**src/rtl/mac_accum_bank.sv**
```systemverilog
// Multi-channel guard-bit accumulator bank with a one-entry registered dump port.
// Optional output saturation is enabled by defining MAC_ACCUM_SAT_EN.
module mac_accum_bank #(
  parameter int unsigned DATA_WIDTH = 32,
  parameter int unsigned GUARD_BITS = 8,
  parameter int unsigned NUM_CH     = 4,
  parameter int unsigned CH_BITS    = 2
) (
  input  logic                  clk_i,
  input  logic                  rst_i,
  input  logic                  in_valid_i,
  output logic                  in_ready_o,
  input  logic [2:0]            in_op_i,
  input  logic [CH_BITS-1:0]    in_ch_i,
  input  logic [DATA_WIDTH-1:0] in_a_i,
  input  logic [DATA_WIDTH-1:0] in_b_i,
  output logic                  out_valid_o,
  input  logic                  out_ready_i,
  output logic [CH_BITS-1:0]    out_ch_o,
  output logic [DATA_WIDTH-1:0] out_data_o,
  output logic                  out_sat_o
);

  localparam int unsigned AccW = DATA_WIDTH + GUARD_BITS;
  localparam logic [CH_BITS:0] NumChLim = NUM_CH[CH_BITS:0];

  localparam logic [2:0] OpMac   = 3'd0;
  localparam logic [2:0] OpLoad  = 3'd1;
  localparam logic [2:0] OpNeg   = 3'd2;
  localparam logic [2:0] OpHold  = 3'd3;
  localparam logic [2:0] OpClear = 3'd4;
  localparam logic [2:0] OpDump  = 3'd5;
  localparam logic [2:0] OpMsub  = 3'd6;
  localparam logic [2:0] OpAddab = 3'd7;

  logic [AccW-1:0]       acc_q [NUM_CH];
  logic [AccW-1:0]       acc_cur, acc_d, a_ext, b_ext;
  logic                  accept, ch_ok, dump_load;
  logic [CH_BITS-1:0]    ch_idx;
  logic [DATA_WIDTH-1:0] conv_data;
  logic                  conv_sat;

  logic                  out_valid_q, out_sat_q;
  logic [CH_BITS-1:0]    out_ch_q;
  logic [DATA_WIDTH-1:0] out_data_q;

  // Stall everything while an unconsumed result occupies the output register.
  assign in_ready_o = !(out_valid_q && !out_ready_i);
  assign accept     = in_valid_i && in_ready_o;
  assign ch_ok      = {1'b0, in_ch_i} < NumChLim;
  assign ch_idx     = ch_ok ? in_ch_i : '0;
  assign acc_cur    = acc_q[ch_idx];
  assign a_ext      = {{GUARD_BITS{in_a_i[DATA_WIDTH-1]}}, in_a_i};
  assign b_ext      = {{GUARD_BITS{in_b_i[DATA_WIDTH-1]}}, in_b_i};
  assign dump_load  = accept && ch_ok && (in_op_i == OpDump);

  always_comb begin
    acc_d = acc_cur;
    case (in_op_i)
      OpMac:   acc_d = acc_cur + b_ext;
      OpLoad:  acc_d = b_ext;
      OpNeg:   acc_d = '0 - acc_cur;
      OpHold:  acc_d = acc_cur;
      OpClear: acc_d = '0;
      OpDump:  acc_d = '0;
      OpMsub:  acc_d = acc_cur - b_ext;
      OpAddab: acc_d = a_ext + b_ext;
      default: acc_d = acc_cur;
    endcase
  end

`ifdef MAC_ACCUM_SAT_EN
  logic acc_ovf;
  // In range only when every bit from the output sign bit upward matches the acc sign.
  assign acc_ovf = acc_cur[AccW-1:DATA_WIDTH-1] != {(GUARD_BITS + 1){acc_cur[AccW-1]}};

  always_comb begin
    conv_sat  = acc_ovf;
    conv_data = acc_cur[DATA_WIDTH-1:0];
    if (acc_ovf) begin
      conv_data = acc_cur[AccW-1] ? {1'b1, {(DATA_WIDTH - 1){1'b0}}}
                                  : {1'b0, {(DATA_WIDTH - 1){1'b1}}};
    end
  end
`else
  assign conv_data = acc_cur[DATA_WIDTH-1:0];
  assign conv_sat  = 1'b0;
`endif

  always_ff @(posedge clk_i or posedge rst_i) begin
    if (rst_i) begin
      for (int unsigned i = 0; i < NUM_CH; i++) begin
        acc_q[i] <= '0;
      end
    end else if (accept && ch_ok) begin
      acc_q[ch_idx] <= acc_d;
    end
  end

  always_ff @(posedge clk_i or posedge rst_i) begin
    if (rst_i) begin
      out_valid_q <= 1'b0;
      out_data_q  <= '0;
      out_ch_q    <= '0;
      out_sat_q   <= 1'b0;
    end else if (dump_load) begin
      out_valid_q <= 1'b1;
      out_data_q  <= conv_data;
      out_ch_q    <= in_ch_i;
      out_sat_q   <= conv_sat;
    end else if (out_ready_i) begin
      out_valid_q <= 1'b0;
    end
  end

  assign out_valid_o = out_valid_q;
  assign out_data_o  = out_data_q;
  assign out_ch_o    = out_ch_q;
  assign out_sat_o   = out_sat_q;

endmodule

```
**config.mk**
```make
export PLATFORM = sky130hd
export DESIGN_NAME = mac_accum_bank
export DESIGN_NICKNAME = d
export VERILOG_FILES = /design/src/rtl/mac_accum_bank.sv
export SDC_FILE = /design/constraint.sdc
export NUM_CORES = 1
export LEC_CHECK = 0
export BUFFER_PORTS_ARGS = -buffer_cell sky130_fd_sc_hd__buf_2
export CAP_MARGIN = 20
export CORE_MARGIN = 1.5
export CORE_UTILIZATION = 55
export DETAILED_ROUTE_END_ITERATION = 10
export PLACE_DENSITY = 0.74
export SYNTH_ARGS = -nofsm -noshare
export SYNTH_HDL_FRONTEND = slang
export SYNTH_SLANG_ARGS = --single-unit
```
**constraint.sdc**
```tcl
create_clock -name clk_i -period 6.2 [get_ports clk_i]
set_input_delay 1.24 -clock clk_i [delete_from_list [all_inputs] [get_ports clk_i]]
set_output_delay 1.24 -clock clk_i [all_outputs]
set_load 0.02 [all_outputs]
```
==> reports/results.tsv <==
metric	value	unit
status	complete, no violations	
R2R Path Start	acc_q[12]	
PostCTS Resize Cnt	0	
GR Util All Layers	32.8	%
drt wl/cell	21.5	µm
later-pin clock latency in the skew report	0.43	ns
Worst Setup Slack, final	0.962	ns
Hold Startpoint	acc_q[42]	
initial antenna violation count	0	
multiplexer area fraction after synthesis	14.5	%
Synth Area in Adders	6.36	%
Row Count	56	
EDFF count, synth	0	
Final Hold Fails	0	
worst vdd ir	0.231	mV
GR Overflow Total	0	
DRT iter0 DRCs	1395	
PwrDens	384	mW/mm²
Syn Inst Count	1499	
DRC	0	
cts bufs inserted	17	
post-synthesis sequential area ratio	30.9	%
Synth Area in XOR/XNOR	5.70	%
setup repair bufs after CTS	0	
core footprint	0.0235	mm²
layout cells sized above 1	20.1	%
fin. max-slew vios	0	
NumNets Final	1696	
RSZ-0062 raised after global routing	false	
setup_tns	0	ns
pre-CTS WS	0.546	ns
area share of and/or/nand/nor cells after synthesis	19.1	%
Synth Flop Type	dfrtp_1	
TritonCTS clock tree	done	
post-route ant nets	0	
Fillers	2032	
post-synthesis compound-gate area fraction	19.8	%
Placer Congestion	0.939	
reg2reg setup slack	2.40	ns
Root Driver	clkbuf_16	
post-synth net total	1638	
Mean Syn Cell Area	8.82	µm²
clk sink count	163	
LEAKAGE	6.31	nW
CP Class	in2reg	
largest net degree at the start of global routing	104	
Data required, critical path	6.54	ns
Max-Cap Viols	0	
Via density	6.41	
Die Width	158	µm
post-cts hold buffer count	0	
#FFs+latches synth	163	
Startpoint Class	primary input	
CP Capture Type	register	
Worst slew margin	28.4	%
routed via count	12100	
first-pass GRT wire length	62000	µm
crit path DAT	5.58	ns
Ys Warns	0	
Synth async-reset ratio	100	%
drt total wl	40600	µm
Worst Max-Slew Pin Slew	1.07	ns
clock period minus worst slack	5.24	ns
clk slew on worst S/H paths	0.07	ns
number of setup violations in the final report	0	
Max clock buf depth	2	
Post-Route Skew	0.0199	ns
critical path peak fanout	5	
number of global-route vias before repair	11100	
maximum level of the CTS H-tree	4	
part of the cycle the worst path needs	84.5	%
n_diodes	0	
f_max	0.191	GHz
hpwl dp	29800	µm
Die Y	158	µm
CP startpoint	in_b_i[1]	
DRT Pass-1 Iters	5	
main combinational cell family by area after synthesis	compound AO/OA/AOI/OAI gates	
worst min-delay path class	reg2reg	
Synth cell types	86	
Area Growth Syn to Fin	10.2	%
IO Count	110	
Die Area	0.0250	mm²
Cell Area, Synth	0.0132	mm²
Buffers on Ports	108	
Initial Util	56.1	%
-- cells in the mapped netlist (all sizes together) (5+ instances only) --
cell type | count | area share, %
nand2 | 191 | 5.4
dfrtp | 163 | 31
nor2 | 129 | 3.7
a21oi | 109 | 4.2
o21ai | 90 | 3.4
mux2 | 87 | 7.4
clkbuf | 74 | 2.1
ha | 64 | 6.1
xnor2 | 46 | 3.0
a31oi | 42 | 2.0
nor3 | 42 | 1.8
xor2 | 40 | 2.7
mux4 | 32 | 5.5
inv | 29 | 0.82
nand3 | 24 | 1.0
a21o | 23 | 1.3
mux2i | 21 | 1.6
a211oi | 19 | 1.1
nand2b | 18 | 0.85
and3 | 17 | 0.80
buf | 17 | 0.78
nand4 | 17 | 0.80
and2 | 16 | 0.76
nor2b | 15 | 0.71
o211ai | 15 | 0.85
nor4 | 14 | 1.1
o22ai | 12 | 0.57
o31ai | 12 | 0.68
o21a | 10 | 0.57
or3 | 10 | 0.47
o221ai | 7 | 0.46
a22oi | 6 | 0.38
o21bai | 6 | 0.34
a211o | 5 | 0.33
a221oi | 5 | 0.43
nor4b | 5 | 0.43
o41ai | 5 | 0.33
or2 | 5 | 0.26
-- layout by cell type, fill, tap and decap left out, drive strengths merged, types with 33 or more instances in the layout --
cell and instances:
nand2 191, dfrtp 163, buf 130, nor2 129, a21oi 109, o21ai 90
mux2 87, ha 64, xnor2 46, a31oi 42, nor3 42, xor2 40
inv 33
-- flip-flops by register name (all words and copies together), names as in the netlist --
register	flops
out_valid_o	1
out_ch_o	2
out_data_o	32
acc_q	128
-- final timing paths --
| kind | end | cells past startpoint |
|---|---|---|
| max | acc_q[71] | 18 |
| max in group asynchronous | acc_q[96] | 3 |
| min | acc_q[42] | 2 |
| max reg2reg | acc_q[71] | 10 |
| min reg2reg | acc_q[42] | 2 |
| min in group asynchronous | acc_q[67] | 2 |
-- metal layers --
layer  vias up  GRT usage [%]  routed length (µm)
met5         -              0                   0
met4         0           8.06                 722
met3        50           5.58                3490
met2       569           49.5               17700
met1      5844           49.0               18700
li1       5645              -                   -
-- per-stage QoR --
step / util [%] / hold WS, ns / total power, mW / instances / area, µm²
finish: 61.9 / 0.477 / 5.60 / 1888 / 14600
global route: 61.9 / 0.502 / 5.94 / 1888 / 14600
CTS: 61.8 / 0.479 / 5.55 / 1887 / 14500
detailed placement: 59.3 / 0.462 / 4.48 / 1856 / 14000
global placement: 59.3 / 0.453 / 4.43 / 1856 / 14000
floorplan: - / 0.440 / 3.70 / 1499 / 13200
-- where the power goes --
group | switching (mW) | leakage, nW | internal [mW] | total [mW]
logic | 1.71 | 4.04 | 1.14 | 2.85
clock network | 0.441 | 0.276 | 0.608 | 1.05
registers | 0.229 | 1.99 | 1.47 | 1.70
-- critical path: stages --
cell and delay, ns:
buf_2 0.13, inv_1 0.09, ha_1 0.18, nor2b_1 0.19
nand3_1 0.17, nor3_1 0.53, nand2_1 0.19, o21ai_0 0.23
xnor2_1 0.17, ha_1 0.31, a21oi_1 0.20, o21ai_0 0.18
a2111o_1 0.31, or3_1 0.40, a311o_1 0.31, a2111o_1 0.40
o21a_1 0.15, a31oi_1 0.19
-- final cells by class --
type	instances	area [µm²]	share of cell area (%)
inverters	29	114	0.782
clock inverters	13	151	1.04
flip-flops and latches	163	4080	28.0
clock buffers	18	439	3.01
well taps	319	399	2.74
multi-input cells	1216	8670	59.5
repair buffers	130	718	4.93
-- logic make-up (layout without fill, tap and decap cells) --
logic type / count (synthesis) / count (layout)
and+or+nand+nor: 516 / 516
AOI/OAI and AO/OA: 407 / 407
DFF: 163 / 163
muxes: 140 / 140
buffers and inverters: 120 / 190
xor gates and xnor gates: 86 / 86
adders and majority gates: 66 / 66
other: 1 / 1
Note: power is estimated with default switching activity, not from simulation.
